$ cat config.mk
export PLATFORM = sky130hd
export DESIGN_NAME = logiana_trig_cap
export DESIGN_NICKNAME = d
export VERILOG_FILES = /design/src/rtl/logiana_trig_cap.sv
export SDC_FILE = /design/constraint.sdc
export NUM_CORES = 1
export LEC_CHECK = 0
export CORE_ASPECT_RATIO = 1.5
export CORE_MARGIN = 2
export CORE_UTILIZATION = 30
export DETAILED_ROUTE_END_ITERATION = 6
export DONT_BUFFER_PORTS = 1
export PLACE_DENSITY = 0.41
export SYNTH_ARGS = -nofsm -noshare
export SYNTH_HDL_FRONTEND = slang
export SYNTH_SLANG_ARGS = --single-unit
$ cat constraint.sdc
create_clock -name OSC_CLK -period 8.2 [get_ports OSC_CLK]
set_input_delay 1.23 -clock OSC_CLK [delete_from_list [all_inputs] [get_ports OSC_CLK]]
set_output_delay 1.23 -clock OSC_CLK [all_outputs]
set_load 0.05 [all_outputs]
$ cat src/rtl/logiana_trig_cap.sv
// Logic-analyser capture controller: divided-rate probe sampling into a ring-addressed
// sample RAM, per-channel level/edge trigger, guaranteed pre-trigger history, post-trigger length.
module logiana_trig_cap #(
   parameter int CH = 32,
   parameter int AW = 17
) (
   input  logic          OSC_CLK,
   input  logic          RST,
   input  logic [CH-1:0] PROBE,
   input  logic          START,
   input  logic          STOP,
   input  logic [7:0]    CFG_DIV,
   input  logic [CH-1:0] TRIG_MASK,
   input  logic [CH-1:0] TRIG_VAL,
   input  logic [CH-1:0] TRIG_EDGE,
   input  logic [AW-1:0] PRE_CNT,
   input  logic [AW-1:0] POST_CNT,
   output logic [AW-1:0] RAM_ADDR,
   output logic [CH-1:0] RAM_WDATA,
   output logic          RAM_WE,
   output logic          RUNNING,
   output logic          TRIGGERED,
   output logic          DONE,
   output logic [AW-1:0] TRIG_ADDR,
   output logic [AW-1:0] START_ADDR
);

   typedef enum logic [2:0] {S_IDLE, S_PRE, S_ARMED, S_POST, S_DONE} state_t;

   state_t        state_reg, state_next;
   logic [7:0]    div_cfg_reg, div_cfg_next;
   logic [CH-1:0] mask_reg, mask_next;
   logic [CH-1:0] val_reg, val_next;
   logic [CH-1:0] edge_sel_reg, edge_sel_next;
   logic [AW-1:0] pre_reg, pre_next;
   logic [AW-1:0] post_reg, post_next;
   logic [7:0]    div_cnt_reg, div_cnt_next;
   logic [AW-1:0] cnt_reg, cnt_next;
   logic [AW-1:0] ptr_reg, ptr_next;
   logic [CH-1:0] prev_reg, prev_next;
   logic          prev_valid_reg, prev_valid_next;
   logic [AW-1:0] addr_reg, addr_next;
   logic [CH-1:0] wdata_reg, wdata_next;
   logic          we_reg, we_next;
   logic          triggered_reg, triggered_next;
   logic          done_reg, done_next;
   logic [AW-1:0] trig_addr_reg, trig_addr_next;
   logic [AW-1:0] start_addr_reg, start_addr_next;

   logic [CH-1:0] term;
   logic [AW-1:0] cnt_inc;
   logic          running, tick, start_ok, trig_hit;

   // Unmasked channels contribute a constant 1 so an all-zero mask fires on the first eligible sample.
   genvar gi;
   generate
      for (gi = 0; gi < CH; gi++) begin : g_term
         logic match;
         assign match    = (PROBE[gi] == val_reg[gi]);
         assign term[gi] = ~mask_reg[gi] |
                           (edge_sel_reg[gi] ? (prev_valid_reg & (prev_reg[gi] != val_reg[gi]) & match)
                                             : match);
      end
   endgenerate

   assign trig_hit = &term;
   assign running  = (state_reg == S_PRE) || (state_reg == S_ARMED) || (state_reg == S_POST);
   assign tick     = running && (div_cnt_reg == 8'd0);
   assign start_ok = START && ((state_reg == S_IDLE) || (state_reg == S_DONE));
   assign cnt_inc  = cnt_reg + AW'(1);

   always_comb begin
      state_next      = state_reg;
      div_cfg_next    = div_cfg_reg;
      mask_next       = mask_reg;
      val_next        = val_reg;
      edge_sel_next   = edge_sel_reg;
      pre_next        = pre_reg;
      post_next       = post_reg;
      div_cnt_next    = div_cnt_reg;
      cnt_next        = cnt_reg;
      ptr_next        = ptr_reg;
      prev_next       = prev_reg;
      prev_valid_next = prev_valid_reg;
      addr_next       = addr_reg;
      wdata_next      = wdata_reg;
      we_next         = 1'b0;
      triggered_next  = triggered_reg;
      trig_addr_next  = trig_addr_reg;
      start_addr_next = start_addr_reg;

      if (running && STOP) begin
         state_next     = S_IDLE;
         triggered_next = 1'b0;
      end else if (start_ok) begin
         div_cfg_next    = CFG_DIV;
         mask_next       = TRIG_MASK;
         val_next        = TRIG_VAL;
         edge_sel_next   = TRIG_EDGE;
         pre_next        = PRE_CNT;
         post_next       = POST_CNT;
         div_cnt_next    = 8'd0;
         cnt_next        = '0;
         ptr_next        = '0;
         prev_valid_next = 1'b0;
         triggered_next  = 1'b0;
         state_next      = (PRE_CNT != '0) ? S_PRE : S_ARMED;
      end else if (running) begin
         div_cnt_next = (div_cnt_reg == div_cfg_reg) ? 8'd0 : div_cnt_reg + 8'd1;
         if (tick) begin
            wdata_next      = PROBE;
            addr_next       = ptr_reg;
            we_next         = 1'b1;
            ptr_next        = ptr_reg + AW'(1);
            prev_next       = PROBE;
            prev_valid_next = 1'b1;
            case (state_reg)
               S_PRE: begin
                  if (cnt_inc == pre_reg) begin
                     state_next = S_ARMED;
                     cnt_next   = '0;
                  end else begin
                     cnt_next = cnt_inc;
                  end
               end
               S_ARMED: begin
                  if (trig_hit) begin
                     trig_addr_next  = ptr_reg;
                     start_addr_next = ptr_reg - pre_reg;
                     triggered_next  = 1'b1;
                     cnt_next        = '0;
                     state_next      = (post_reg == '0) ? S_DONE : S_POST;
                  end
               end
               S_POST: begin
                  if (cnt_inc == post_reg) begin
                     state_next = S_DONE;
                  end else begin
                     cnt_next = cnt_inc;
                  end
               end
               default: ;
            endcase
         end
      end

      // Registered one cycle behind the state so DONE follows the final write strobe.
      done_next = (state_reg == S_DONE) && !start_ok;
   end

   always_ff @(posedge OSC_CLK) begin
      if (RST) begin
         state_reg      <= S_IDLE;
         div_cfg_reg    <= '0;
         mask_reg       <= '0;
         val_reg        <= '0;
         edge_sel_reg   <= '0;
         pre_reg        <= '0;
         post_reg       <= '0;
         div_cnt_reg    <= '0;
         cnt_reg        <= '0;
         ptr_reg        <= '0;
         prev_reg       <= '0;
         prev_valid_reg <= 1'b0;
         addr_reg       <= '0;
         wdata_reg      <= '0;
         we_reg         <= 1'b0;
         triggered_reg  <= 1'b0;
         done_reg       <= 1'b0;
         trig_addr_reg  <= '0;
         start_addr_reg <= '0;
      end else begin
         state_reg      <= state_next;
         div_cfg_reg    <= div_cfg_next;
         mask_reg       <= mask_next;
         val_reg        <= val_next;
         edge_sel_reg   <= edge_sel_next;
         pre_reg        <= pre_next;
         post_reg       <= post_next;
         div_cnt_reg    <= div_cnt_next;
         cnt_reg        <= cnt_next;
         ptr_reg        <= ptr_next;
         prev_reg       <= prev_next;
         prev_valid_reg <= prev_valid_next;
         addr_reg       <= addr_next;
         wdata_reg      <= wdata_next;
         we_reg         <= we_next;
         triggered_reg  <= triggered_next;
         done_reg       <= done_next;
         trig_addr_reg  <= trig_addr_next;
         start_addr_reg <= start_addr_next;
      end
   end

   assign RAM_ADDR   = addr_reg;
   assign RAM_WDATA  = wdata_reg;
   assign RAM_WE     = we_reg;
   assign RUNNING    = running;
   assign TRIGGERED  = triggered_reg;
   assign DONE       = done_reg;
   assign TRIG_ADDR  = trig_addr_reg;
   assign START_ADDR = start_addr_reg;

endmodule

==> flow_summary.ini <==
[final_layout]
fillerInstances = 4804
final_cell_area_um2 = 14810
syn2layout_area_growth_pct = 10.42
nets = 1885
multi_input_area_um2 = 7416
utilization_pct = 33.67
n_antenna_cell = 0
drive_gt1_share_pct = 5.140
regArea_um2 = 5405

[timing]
finalCritPeriodShare_pct = 58.16
slew_viol_final = 0
fin_worst_skew_ns = 0.02045
period_needed_ns = 4.770
finalSetupViolations = 0
setup_tns_ns = 0
hold_viol = 0
max_freq_mhz = 209.7
rsz0062_at_grt = false
slew_headroom_pct = 18.72
worst_slew_pin_slew_ns = 1.219

[logic_synthesis]
ys_warn_count = 0
synthArstFlopShare_pct = 0
yosysTopAreaCellShare_pct = 40.30
syn_area_per_cell_um2 = 7.616
yosysTopAreaCell = dfxtp_1
synth_edf_count = 0
syn_area_um2 = 13410
synth-main-ff-cell = dfxtp_1
synth_area_leaders = dfxtp_1 40%, nand2_1 12%, a21oi_1 10%
synth_nets = 1956
netlist-cell-type-count = 66
ys_seq_area_share_pct = 40.30
synthCells = 1761
ys_ff_latch = 270

[place]
portBuffers = 0
post-dp-hpwl_mm = 33.44
placed_cell_area_um2 = 13750
gp_congestion = 0.8898

[min_path]
min_path_type = register to register
hold_path_startpoint = mask_reg[16]
whs_path_depth = 2
hold_end = mask_reg[16]

[cts]
path_clk_slew_ns = 0.06
root_buffer = clkbuf_16
cts_resized = 0
cts_setup_buffers = 0
cts_tree = yes
cts_sinks = 270
cts_buffers = 31
cts_max_level = 1
clk_latency_ns = 0.58
clk_path_buf_depth = 3
cts_hold_buf = 0

[power_and_ir_drop]
p_leak_nw = 5.055
vdd_drop_max_mv = 0.1870
power_density_nw_per_um2 = 309.3

[setup_path]
reg2reg_depth = 9
worstPathMaxFanout = 19
slowest_delay_ns = 0.83
critPathSlowestCell = or4_1
cp.arrival_ns = 5.18
cp.required_ns = 8.61
crit_type = register to register
critical_path_depth = 9
crit_buf_inv = 0
end_kind = register
r2r_end = cnt_reg[15]
cpLargestDelayFamily = simple AND/OR/NAND/NOR gates
cp-start-kind = register
worstReg2RegStart = cnt_reg[6]
r2r_slack_ns = 3.43
path_cells = nand3_1, or4_1, o21ai_0, o2111ai_1, nor4b_1, a311oi_1, nor2_2, nand2b_1, o32ai_1

[detailed_routing]
drc = 0
wl_mm = 47.01
vias = 11920
drtIter0Drc = 793
antenna_left = 0
dr.pass1.iters = 5
wl_per_cell_um = 20.55
drt-vias-per-instance = 5.210

[floorplanning]
coreArea_um2 = 43990
chipHeight_um = 263.0
die-area_um2 = 46450
ios = 261
start_util_pct = 30.49
placementRows = 94
chipWidth_um = 176.6

[global_route]
grt_max_degree = 285
gr-total-overflow = 0
grt_antenna_before_repair = 0
grt_pass1_wl_mm = 71.16
first_global_vias = 11694
grt_use_total_pct = 19.69

[outcome]
outcome = finished clean

[flow_run]
maxCapViolations = 0
[metal layers]
layer | track usage, % | vias to the layer above | wire length (µm)
met1 | 21.22 | 5613 | 17600
met3 | 4.774 | 69 | 2970
met5 | 0 | - | 0
li1 | - | 5935 | -
met4 | 6.612 | 0 | 1450
met2 | 36.89 | 303 | 25000
[final cells by class]
cell class	count	share of cell area (%)
sequential	270	36.50
tap	576	4.867
multi-input combinational	1339	50.08
inverter	41	1.039
timing repair buffer	7	0.3548
clock inverter	12	1.014
clock buffer	43	6.151
[layout by cell type, fill, tap and decap left out, types with 6 or more instances in the layout]
cell type / netlist / routed
nand2_1: 432 / 431
dfxtp_1: 270 / 270
a21oi_1: 268 / 268
nor2_1: 94 / 93
o21ai_0: 68 / 68
xnor2_1: 45 / 45
inv_1: 41 / 41
xor2_1: 39 / 39
mux2i_1: 37 / 37
nand2b_1: 34 / 34
clkbuf_16: 0 / 31
nand3_1: 29 / 29
o22ai_1: 26 / 26
or3_1: 23 / 22
nor4_1: 21 / 21
ha_1: 20 / 20
nand4_1: 19 / 19
nor3_1: 20 / 19
o32ai_1: 16 / 16
and3_1: 16 / 15
nand3b_1: 12 / 12
or3b_2: 10 / 10
clkbuf_8: 0 / 9
a22oi_1: 8 / 8
a211oi_1: 8 / 8
o31ai_1: 8 / 8
nor2b_1: 7 / 7
a311oi_1: 7 / 7
buf_4: 4 / 7
o21a_1: 6 / 6
[metrics by stage]
stage               hold slack, ns  total power [mW]  setup slack, ns  instances
finish                      0.4511             4.580            3.430       2288
global route                0.4662             4.845            3.231       2288
CTS                         0.4532             4.655            3.446       2288
detailed placement          0.4442             3.189            3.469       2233
global placement            0.4406             3.177            3.531       2233
floorplan                   0.4329             2.777            4.651       1761
[power breakdown]
group	switching [mW]	internal (mW)	total (mW)
logic	0.827	0.421	1.25
registers	0.374	1.51	1.89
clock network	0.582	0.864	1.45
total	1.78	2.80	4.58
[synthesized netlist by cell type (3+ instances only)]
cell type,count
nand2_1,432
dfxtp_1,270
a21oi_1,268
nor2_1,94
clkbuf_1,84
o21ai_0,68
xnor2_1,45
inv_1,41
xor2_1,39
mux2i_1,37
nand2b_1,34
nand3_1,29
o22ai_1,26
or3_1,23
nor4_1,21
ha_1,20
nor3_1,20
nand4_1,19
and3_1,16
o32ai_1,16
buf_2,12
nand3b_1,12
or3b_2,10
a211oi_1,8
a22oi_1,8
buf_1,8
o31ai_1,8
a311oi_1,7
nor2b_1,7
o21a_1,6
a31oi_1,5
or4_1,5
a21o_1,4
buf_4,4
nor3b_1,4
or2_2,4
a2111oi_0,3
a32oi_1,3
a41oi_1,3
and2_1,3
o2111ai_1,3
[tightest hold or removal path, delay by kind of cell, from the launching register on]
family | cells | cell delay, ns
simple gates | 1 | 0.05
compound gates | 1 | 0.05
flops | 1 | 0.31
[worst max path at each step]
stage                     startpoint            end
after detailed placement  cnt_reg[6]    cnt_reg[15]
final                     cnt_reg[6]    cnt_reg[15]
after global placement    cnt_reg[6]    cnt_reg[15]
after floorplan            PROBE[24]  TRIG_ADDR[11]
after CTS                 cnt_reg[6]    cnt_reg[15]
after global routing      cnt_reg[4]    cnt_reg[15]
[logic make-up (layout without fill, tap and decap cells)]
family	Yosys count	count (layout)	synth area share, %
simple gates	744	744	25.26
compound gates	449	449	19.12
mux	39	39	2.929
fa+ha+maj	21	21	2.015
flops	270	270	40.30
buf+inv	152	103	4.553
xor+xnor	86	86	5.821
(Power assumes the default switching activity.)
